[src/rtl/execute_stage_mc.sv]
// Execute stage: single-cycle ALU ops, branch target/taken, and an iterative
// shift-add multiplier that holds off Decode while it runs.
module execute_stage_mc #(
  parameter int DATA_WIDTH  = 16,
  parameter int IMM_WIDTH   = 7,
  parameter int IDX_WIDTH   = 5,
  parameter int OP_WIDTH    = 5,
  parameter int SHAMT_WIDTH = $clog2(DATA_WIDTH)
) (
  input  logic                  clk,
  input  logic                  reset,
  input  logic                  flush,
  input  logic                  in_valid,
  output logic                  in_ready,
  input  logic [OP_WIDTH-1:0]   control_in,
  input  logic [IDX_WIDTH-1:0]  dest_index_in,
  input  logic [DATA_WIDTH-1:0] reg1_data,
  input  logic [DATA_WIDTH-1:0] reg2_data,
  input  logic [DATA_WIDTH-1:0] npc,
  input  logic [IMM_WIDTH-1:0]  immediate,
  output logic                  out_valid,
  output logic [OP_WIDTH-1:0]   control_out,
  output logic [IDX_WIDTH-1:0]  dest_index_out,
  output logic [DATA_WIDTH-1:0] result_out,
  output logic [DATA_WIDTH-1:0] target,
  output logic                  branch_taken,
  output logic                  DEST_REG_WRITE_EN,
  output logic                  ZF,
  output logic                  GF,
  output logic                  LF
);

  localparam int CNT_W = $clog2(DATA_WIDTH + 1);

  localparam logic [OP_WIDTH-1:0] OP_SUB  = OP_WIDTH'(1);
  localparam logic [OP_WIDTH-1:0] OP_ADD  = OP_WIDTH'(2);
  localparam logic [OP_WIDTH-1:0] OP_ADDI = OP_WIDTH'(3);
  localparam logic [OP_WIDTH-1:0] OP_AND  = OP_WIDTH'(4);
  localparam logic [OP_WIDTH-1:0] OP_OR   = OP_WIDTH'(5);
  localparam logic [OP_WIDTH-1:0] OP_XOR  = OP_WIDTH'(6);
  localparam logic [OP_WIDTH-1:0] OP_SLL  = OP_WIDTH'(7);
  localparam logic [OP_WIDTH-1:0] OP_SRL  = OP_WIDTH'(8);
  localparam logic [OP_WIDTH-1:0] OP_CMP  = OP_WIDTH'(9);
  localparam logic [OP_WIDTH-1:0] OP_MUL  = OP_WIDTH'(10);
  localparam logic [OP_WIDTH-1:0] OP_BEQ  = OP_WIDTH'(11);

  typedef enum logic {IDLE, MUL_BUSY} state_t;
  state_t state, state_nxt;

  logic                  accept;
  logic [DATA_WIDTH-1:0] imm_ext;
  logic [DATA_WIDTH-1:0] alu_res;
  logic                  alu_wen;
  logic                  set_flags;
  logic [DATA_WIDTH-1:0] mul_a, mul_b, mul_acc, mul_acc_nxt;
  logic [CNT_W-1:0]      mul_cnt;
  logic [OP_WIDTH-1:0]   mul_ctrl;
  logic [IDX_WIDTH-1:0]  mul_dest;
  logic [SHAMT_WIDTH-1:0] shamt;

  assign in_ready  = (state == IDLE) & ~flush & ~reset;
  assign accept    = in_valid & in_ready;
  assign imm_ext   = {{(DATA_WIDTH-IMM_WIDTH){immediate[IMM_WIDTH-1]}}, immediate};
  assign shamt     = reg2_data[SHAMT_WIDTH-1:0];
  assign set_flags = (control_in == OP_SUB) | (control_in == OP_CMP);
  assign mul_acc_nxt = mul_acc + (mul_b[0] ? mul_a : '0);

  always_comb begin
    alu_res = '0;
    alu_wen = 1'b1;
    case (control_in)
      OP_SUB:  alu_res = reg1_data - reg2_data;
      OP_ADD:  alu_res = reg1_data + reg2_data;
      OP_ADDI: alu_res = reg1_data + imm_ext;
      OP_AND:  alu_res = reg1_data & reg2_data;
      OP_OR:   alu_res = reg1_data | reg2_data;
      OP_XOR:  alu_res = reg1_data ^ reg2_data;
      OP_SLL:  alu_res = reg1_data << shamt;
      OP_SRL:  alu_res = reg1_data >> shamt;
      default: alu_wen = 1'b0;
    endcase
  end

  always_ff @(posedge clk or posedge reset) begin
    if (reset) state <= IDLE;
    else       state <= state_nxt;
  end

  always_comb begin
    state_nxt = state;
    case (state)
      IDLE:     if (accept && control_in == OP_MUL) state_nxt = MUL_BUSY;
      MUL_BUSY: if (mul_cnt == CNT_W'(1)) state_nxt = IDLE;
      default:  state_nxt = IDLE;
    endcase
    if (flush) state_nxt = IDLE;
  end

  always_ff @(posedge clk or posedge reset) begin
    if (reset) begin
      out_valid         <= 1'b0;
      control_out       <= '0;
      dest_index_out    <= '0;
      result_out        <= '0;
      target            <= '0;
      branch_taken      <= 1'b0;
      DEST_REG_WRITE_EN <= 1'b0;
      ZF                <= 1'b0;
      GF                <= 1'b0;
      LF                <= 1'b0;
      mul_a             <= '0;
      mul_b             <= '0;
      mul_acc           <= '0;
      mul_cnt           <= '0;
      mul_ctrl          <= '0;
      mul_dest          <= '0;
    end else begin
      out_valid <= 1'b0;
      if (flush) begin
        DEST_REG_WRITE_EN <= 1'b0;
        branch_taken      <= 1'b0;
      end else if (accept) begin
        target       <= npc + imm_ext;
        branch_taken <= (control_in == OP_BEQ) && (reg1_data == reg2_data);
        if (control_in == OP_MUL) begin
          // Product is delivered later; the op itself produces no pulse yet.
          mul_a             <= reg1_data;
          mul_b             <= reg2_data;
          mul_acc           <= '0;
          mul_cnt           <= CNT_W'(DATA_WIDTH);
          mul_ctrl          <= control_in;
          mul_dest          <= dest_index_in;
          DEST_REG_WRITE_EN <= 1'b0;
        end else begin
          out_valid         <= 1'b1;
          control_out       <= control_in;
          dest_index_out    <= dest_index_in;
          result_out        <= alu_res;
          DEST_REG_WRITE_EN <= alu_wen;
          if (set_flags) begin
            ZF <= reg1_data == reg2_data;
            GF <= $signed(reg1_data) > $signed(reg2_data);
            LF <= $signed(reg1_data) < $signed(reg2_data);
          end
        end
      end else if (state == MUL_BUSY) begin
        mul_acc <= mul_acc_nxt;
        mul_a   <= mul_a << 1;
        mul_b   <= mul_b >> 1;
        mul_cnt <= mul_cnt - CNT_W'(1);
        // Last iteration: publish the finished product on this same edge.
        if (mul_cnt == CNT_W'(1)) begin
          out_valid         <= 1'b1;
          result_out        <= mul_acc_nxt;
          control_out       <= mul_ctrl;
          dest_index_out    <= mul_dest;
          DEST_REG_WRITE_EN <= 1'b1;
        end
      end
    end
  end

endmodule

[config.mk]
export PLATFORM = sky130hd
export DESIGN_NAME = execute_stage_mc
export DESIGN_NICKNAME = d
export VERILOG_FILES = /design/src/rtl/execute_stage_mc.sv
export SDC_FILE = /design/constraint.sdc
export NUM_CORES = 1
export LEC_CHECK = 0
export ABC_AREA = 1
export BUFFER_PORTS_ARGS = -buffer_cell sky130_fd_sc_hd__buf_4
export CAP_MARGIN = 5
export CORE_ASPECT_RATIO = 1.1
export CORE_MARGIN = 8
export CORE_UTILIZATION = 50
export DETAILED_ROUTE_END_ITERATION = 10
export PLACE_DENSITY = 0.82
export SYNTH_ARGS = -nofsm -noshare
export SYNTH_HDL_FRONTEND = slang
export SYNTH_SLANG_ARGS = --single-unit
[constraint.sdc]
create_clock -name clk -period 10.95 [get_ports clk]
set_input_delay 2.7375 -clock clk [delete_from_list [all_inputs] [get_ports clk]]
set_output_delay 2.7375 -clock clk [all_outputs]
set_load 0.005 [all_outputs]
==> impl_metrics.json, run 1 <==
{
  "yosysUniqueCellTypes": 44,
  "r2r-start": "state$_DFF_PP0_",
  "syn_area_per_cell_sq_um": 6.209,
  "period_needed_ns": 5.969,
  "syn2layout_area_growth_pct": 12.15,
  "peakVddDrop_mv": 0.07297,
  "reg2reg_depth": 12,
  "final-hold-violation-count": 0,
  "wirelength_um": 37030,
  "n_antenna_cell": 0,
  "drive_gt1_share_pct": 9.250,
  "hold_end": "mul_ctrl[1]$_DFFE_PP0P_",
  "rows": 56,
  "hold_depth": 1,
  "synth_seq_cells": 112,
  "insertion_delay_ns": 0.36,
  "tritoncts": "yes",
  "ios": 118,
  "overflow": 0,
  "dr.pass1.iters": 5,
  "cts_root_buffer": "clkbuf_16",
  "synth.area.mux_share_pct": 0,
  "design.die.area_sq_mm": 0.02667,
  "multi_input_area_sq_mm": 0.006974,
  "synth_nets": 1918,
  "grt_pass1_vias": 11286,
  "rsz0062_at_grt": "no",
  "first_iter_violations": 1194,
  "ant_nets": 0,
  "power.density_mw_per_mm2": 128.0,
  "die_h_um": 170.5,
  "nets": 1993,
  "reg2reg_slack_ns": 7.71,
  "max_freq_mhz": 167.5,
  "coreArea_sq_mm": 0.02130,
  "grt_usage_pct": 28.01,
  "clkTransAtPathRegs_ns": 0.08,
  "wl_per_cell_um": 17.49,
  "synth_adder_area_share_pct": 12.04,
  "path_class": "input port to primary output",
  "layout_common_cells": "nand2_1, inv_1, nand3_1, nor2_1, buf_4",
  "synth_compound_area_share_pct": 12.90,
  "ctsHoldBuffers": 0,
  "cts_buffers": 9,
  "via_per_inst": 5.618,
  "grt_pass1_wl_um": 59130,
  "synth_top_family_by_area": "simple AND/OR/NAND/NOR gates",
  "skew_ns": 0.01000,
  "dpl_cell_area_sq_mm": 0.01187,
  "synth_area_sq_mm": 0.01085,
  "ctsResizeCount": 0,
  "timing.setup.tns_ns": 0,
  "setup_violations": 0,
  "worstReg2RegEnd": "mul_cnt[4]$_DFFE_PP0P_",
  "cts_setup_buffers": 0,
  "die_w_um": 156.4,
  "min_path_type": "flip-flop to flip-flop",
  "startpoint_type": "input port",
  "cts_max_path_buffers": 2,
  "yosys.area_share.simple_pct": 38.30,
  "fill_cells": 2181,
  "hold_start": "mul_ctrl[1]$_DFFE_PP0P_",
  "status": "finished, final reports clean",
  "min_period_over_period_pct": 54.51,
  "netlist_instances": 1747,
  "synth-async-reset-ratio_pct": 100.0,
  "critPathCaptureType": "primary output",
  "critPathMaxFanout": 4,
  "synth_edf_count": 0,
  "worst_slew_pin_slew_ns": 1.113,
  "gp_congestion": 1.013,
  "io_buffer_count": 117,
  "slew_violations": 0,
  "cts_max_level": 3,
  "antenna_found_initial": 1,
  "cts_sinks": 112,
  "worstPathArrival_ns": 3.23,
  "layout_commonest_cell": "nand2_1",
  "drcViolationCount": 0,
  "num_vias": 11893,
  "yosysWarnings": 0,
  "ys.flop_type": "dfrtp_1",
  "initial_core_util_pct": 50.93,
  "yosys.area_share.xor_xnor_pct": 1.050,
  "seq_area_sq_mm": 0.002803,
  "maxCapViolations": 0,
  "max-slew-margin-rel_pct": 25.81,
  "ys_seq_area_share_pct": 25.84,
  "grt_max_degree": 88,
  "dp_hpwl_um": 28610,
  "fin_area_sq_mm": 0.01217,
  "leakage_nw": 6.619,
  "crit_required_ns": 8.21
}
==> area by class of cell <==
type / instances / area share, %
Sequential cell: 112 / 23.04
Clock buffer: 10 / 1.964
Tap cell: 290 / 2.983
Inverter: 213 / 6.593
Timing Repair Buffer: 123 / 7.590
Multi-Input combinational cell: 1363 / 57.33
Clock inverter: 6 / 0.5040
==> metrics by stage <==
| stage | setup WS [ns] | hold slack [ns] | utilization (%) | power [mW] | cells |
|---|---|---|---|---|---|
| 4_1_cts | 4.976 | 0.4833 | 57.11 | 1.555 | 2117 |
| 5_1_grt | 4.965 | 0.5107 | 57.11 | 1.676 | 2117 |
| 3_5_place_dp | 4.977 | 0.4558 | 55.70 | 1.220 | 2101 |
| 6_report | 4.981 | 0.4819 | 57.11 | 1.557 | 2117 |
| 2_1_floorplan | 5.254 | 0.4400 | - | 0.9877 | 1747 |
| 3_3_place_gp | 4.982 | 0.4504 | 55.70 | 1.202 | 2101 |
==> how the worst max path moves through the flow <==
stage / from / end / slack [ns] / cells past startpoint
final: flush / in_ready / 4.98 / 3
after global routing: flush / in_ready / 4.97 / 3
after CTS: flush / in_ready / 4.98 / 3
after detailed placement: flush / in_ready / 4.98 / 3
after global placement: flush / in_ready / 4.98 / 3
after floorplan: reset / DEST_REG_WRITE_EN$_DFFE_PP0P_ / 5.25 / 1
==> Yosys cell counts, types with 3 or more instances <==
cell type,n,area share [%]
dfrtp_1,112,26
inv_2,9,0.31
a21oi_1,92,4.2
nor2_1,174,6.0
buf_1,4,0.14
o21ai_1,6,0.28
xor2_1,7,0.57
clkbuf_1,29,1.0
or2_2,6,0.35
ha_1,98,11
a21o_1,3,0.21
a31oi_1,42,2.4
nand4_1,28,1.6
o21bai_1,4,0.28
nor2_2,9,0.52
nand3_1,182,8.4
xnor2_1,6,0.48
nand2_1,551,19
buf_2,22,1.0
fa_1,4,0.74
o211ai_1,3,0.21
and2_1,5,0.29
inv_1,203,7.0
o22ai_1,5,0.29
nand3b_1,7,0.48
nor3_1,20,0.92
o21ai_0,95,4.4
==> cells by family after synthesis <==
family | after synthesis
xor+xnor | 13
simple gates | 990
buf+inv | 272
flops | 112
compound gates | 258
fa+ha+maj | 102
==> flip-flops by register name (all words and copies together) (netlist names), 5 cells and up <==
signal / count
mul_a: 16
result_out: 16
mul_acc: 16
mul_ctrl: 5
control_out: 5
dest_index_out: 5
mul_dest: 5
mul_cnt: 5
target: 16
mul_b: 16
==> critical path: stages <==
cell and delay, ns:
buf_4 0.14, nor3_2 0.20, buf_4 0.15
==> per-layer routing <==
layer	wire, um	up-vias	track usage [%]
li1	-	5820	-
met1	15790	5520	37.29
met2	16900	476	44.95
met3	2905	75	3.729
met4	1414	2	11.71
met5	13	-	0
==> report_power, final <==
| group | internal [mW] | total (mW) | switching [mW] |
|---|---|---|---|
| Sequential | 0.510 | 0.581 | 0.0713 |
| Combinational | 0.256 | 0.643 | 0.387 |
| Clock | 0.167 | 0.333 | 0.167 |
(Power assumes the default switching activity.)
==> run 2: changes to the inputs <==
Settings changed: PLACE_DENSITY 0.82 to 0.84.
Clock period 10.95 ns to 5.28 ns, I/O delays scaled along.
==> run 2 against run 1 <==
- register-to-register slack worse by 5.2 ns
- clock skew is 0.00075 ns lower
- global-route usage is 1.0 points higher
- final cell count is 0.24% higher
- count of clock-buffer cells in the layout is 1 lower
- worst setup slack worse by 3.5 ns
- sequential power is 110% higher
- sequential share of layout area is 0.10 points lower
- total power is 110% higher
- via count is 0.18% higher
- clock power is 130% higher
- first-iteration DRC count is 1.5% higher
- largest cell class unchanged
==> impl_metrics.json, run 2 (same netlist as run 1, synthesis figures left out) <==
{
  "leakage_nw": 6.648,
  "power.density_mw_per_mm2": 269.9,
  "die_w_um": 156.4,
  "preCtsSetupSlack_ns": 1.107,
  "status": "finished, final reports clean",
  "via_per_inst": 5.615,
  "ios": 118,
  "syn2layout_area_growth_pct": 12.64,
  "initial_core_util_pct": 50.93,
  "crit_required_ns": 5.58,
  "grt_pass1_wl_um": 60660,
  "grt_max_degree": 80,
  "cp_cell_sequence": "buf_4 > nor2_1 > nand3_1 > inv_1 > nand2_1 > o21ai_0 > ha_1 > inv_1 > fa_1 > inv_1 > nand3_1 > nand2_1 > nand2_1 > nand2_1 > nand2_1 > nand3_1 > nand3_1 > nand3_1 > nand2_1 > a21oi_1",
  "ctsResizeCount": 0,
  "first_iter_violations": 1212,
  "gp_congestion": 1.010,
  "max_freq_mhz": 261.1,
  "tritoncts": "yes",
  "grt_pass1_vias": 11109,
  "min_period_over_period_pct": 72.54,
  "critPathMaxFanout": 11,
  "cts_buffers": 9,
  "peakVddDrop_mv": 0.1328,
  "antenna_found_initial": 0,
  "layout_common_cells": "nand2_1, inv_1, nand3_1, nor2_1, buf_4",
  "ant_nets": 0,
  "overflow": 0,
  "design.die.area_sq_mm": 0.02667,
  "path_class": "input port to flip-flop",
  "cts_max_level": 3,
  "wirelength_um": 38410,
  "insertion_delay_ns": 0.37,
  "path_buf_inv": 4,
  "cts_sinks": 112,
  "clkTransAtPathRegs_ns": 0.09,
  "final-hold-violation-count": 0,
  "skew_ns": 0.009257,
  "period_needed_ns": 3.830,
  "maxCapViolations": 0,
  "dp_hpwl_um": 30100,
  "min_path_type": "flip-flop to flip-flop",
  "critical_path.max_stage_delay_ns": 0.42,
  "rsz0062_at_grt": "no",
  "cts_root_buffer": "clkbuf_16",
  "startpoint_type": "input port",
  "drcViolationCount": 0,
  "worst_path_most_repeated_cell": "nand2_1",
  "timing.setup.tns_ns": 0,
  "worst_slew_pin_slew_ns": 0.8945,
  "fill_cells": 2150,
  "cp_top_family": "simple AND/OR/NAND/NOR gates",
  "coreArea_sq_mm": 0.02130,
  "drive_gt1_share_pct": 9.498,
  "rows": 56,
  "n_antenna_cell": 0,
  "nets": 1998,
  "slew_violations": 0,
  "num_vias": 11915,
  "die_h_um": 170.5,
  "max-slew-margin-rel_pct": 40.37,
  "wl_per_cell_um": 18.10,
  "fin_ws_ns": 1.450,
  "layout_commonest_cell": "nand2_1",
  "worstPathArrival_ns": 4.13,
  "setup_violations": 0,
  "dr.pass1.iters": 6,
  "grt_usage_pct": 29.03,
  "cts_max_path_buffers": 2,
  "critPathCaptureType": "flip-flop",
  "cp_slowest_cell": "fa_1",
  "io_buffer_count": 117,
  "cts_setup_buffers": 0,
  "ctsHoldBuffers": 0
}
## run 2: changes by cell type in the layout (fill, tap and decap cells not counted), moves of 2 or more
| cell | change |
|---|---|
| inv_8 | -2 |
| clkinv_4 | -2 |
| buf_4 | +5 |
| clkinv_8 | +2 |
| inv_6 | +3 |
## run 2: cell type report
class / count / area [sq um] / area share (%)
repair buffers: 128 / 960.9 / 7.864
clock buffers: 9 / 225.2 / 1.843
inverters: 213 / 802.0 / 6.564
multi-input cells: 1363 / 6974 / 57.08
clock inverters: 7 / 91.34 / 0.7475
well taps: 290 / 362.8 / 2.969
flip-flops and latches: 112 / 2803 / 22.94
## run 2: worst paths after layout
check	start	endpoint	slack (ns)	cells past startpoint
max	control_in[3]	result_out[10]$_DFFE_PP0P_	1.45	20
min	mul_ctrl[1]$_DFFE_PP0P_	mul_ctrl[1]$_DFFE_PP0P_	0.48	1
max reg2reg	mul_b[0]$_DFFE_PP0P_	result_out[14]$_DFFE_PP0P_	2.53	14
min reg2reg	mul_ctrl[1]$_DFFE_PP0P_	mul_ctrl[1]$_DFFE_PP0P_	0.48	1
max in group asynchronous	reset	result_out[10]$_DFFE_PP0P_	3.33	3
min in group asynchronous	reset	mul_acc[13]$_DFFE_PP0P_	0.92	2
## run 2: metrics by stage
step	hold WS [ns]	total power, mW	cell area [sq um]	cells	utilization (%)
floorplan	0.4400	2.048	10850	1747	-
global placement	0.4521	2.516	11900	2106	55.88
detailed placement	0.4598	2.546	11900	2106	55.88
CTS	0.4838	3.297	12220	2122	57.37
global route	0.5010	3.537	12220	2122	57.37
finish	0.4834	3.299	12220	2122	57.37
## run 2: power by group
part / internal (mW) / leakage [nW] / switching (mW)
registers: 1.06 / 1.37 / 0.156
clock network: 0.346 / 0.152 / 0.405
logic: 0.532 / 5.12 / 0.802
total: 1.93 / 6.65 / 1.36
## run 2: metal layers
metal / GRT usage, % / part of all wire (%) / up-vias
met5: 0 / 0 / -
met4: 10.96 / 3.2 / 0
met3: 2.486 / 7.3 / 74
met2: 46.90 / 46 / 538
met1: 39.70 / 44 / 5465
li1: - / - / 5838
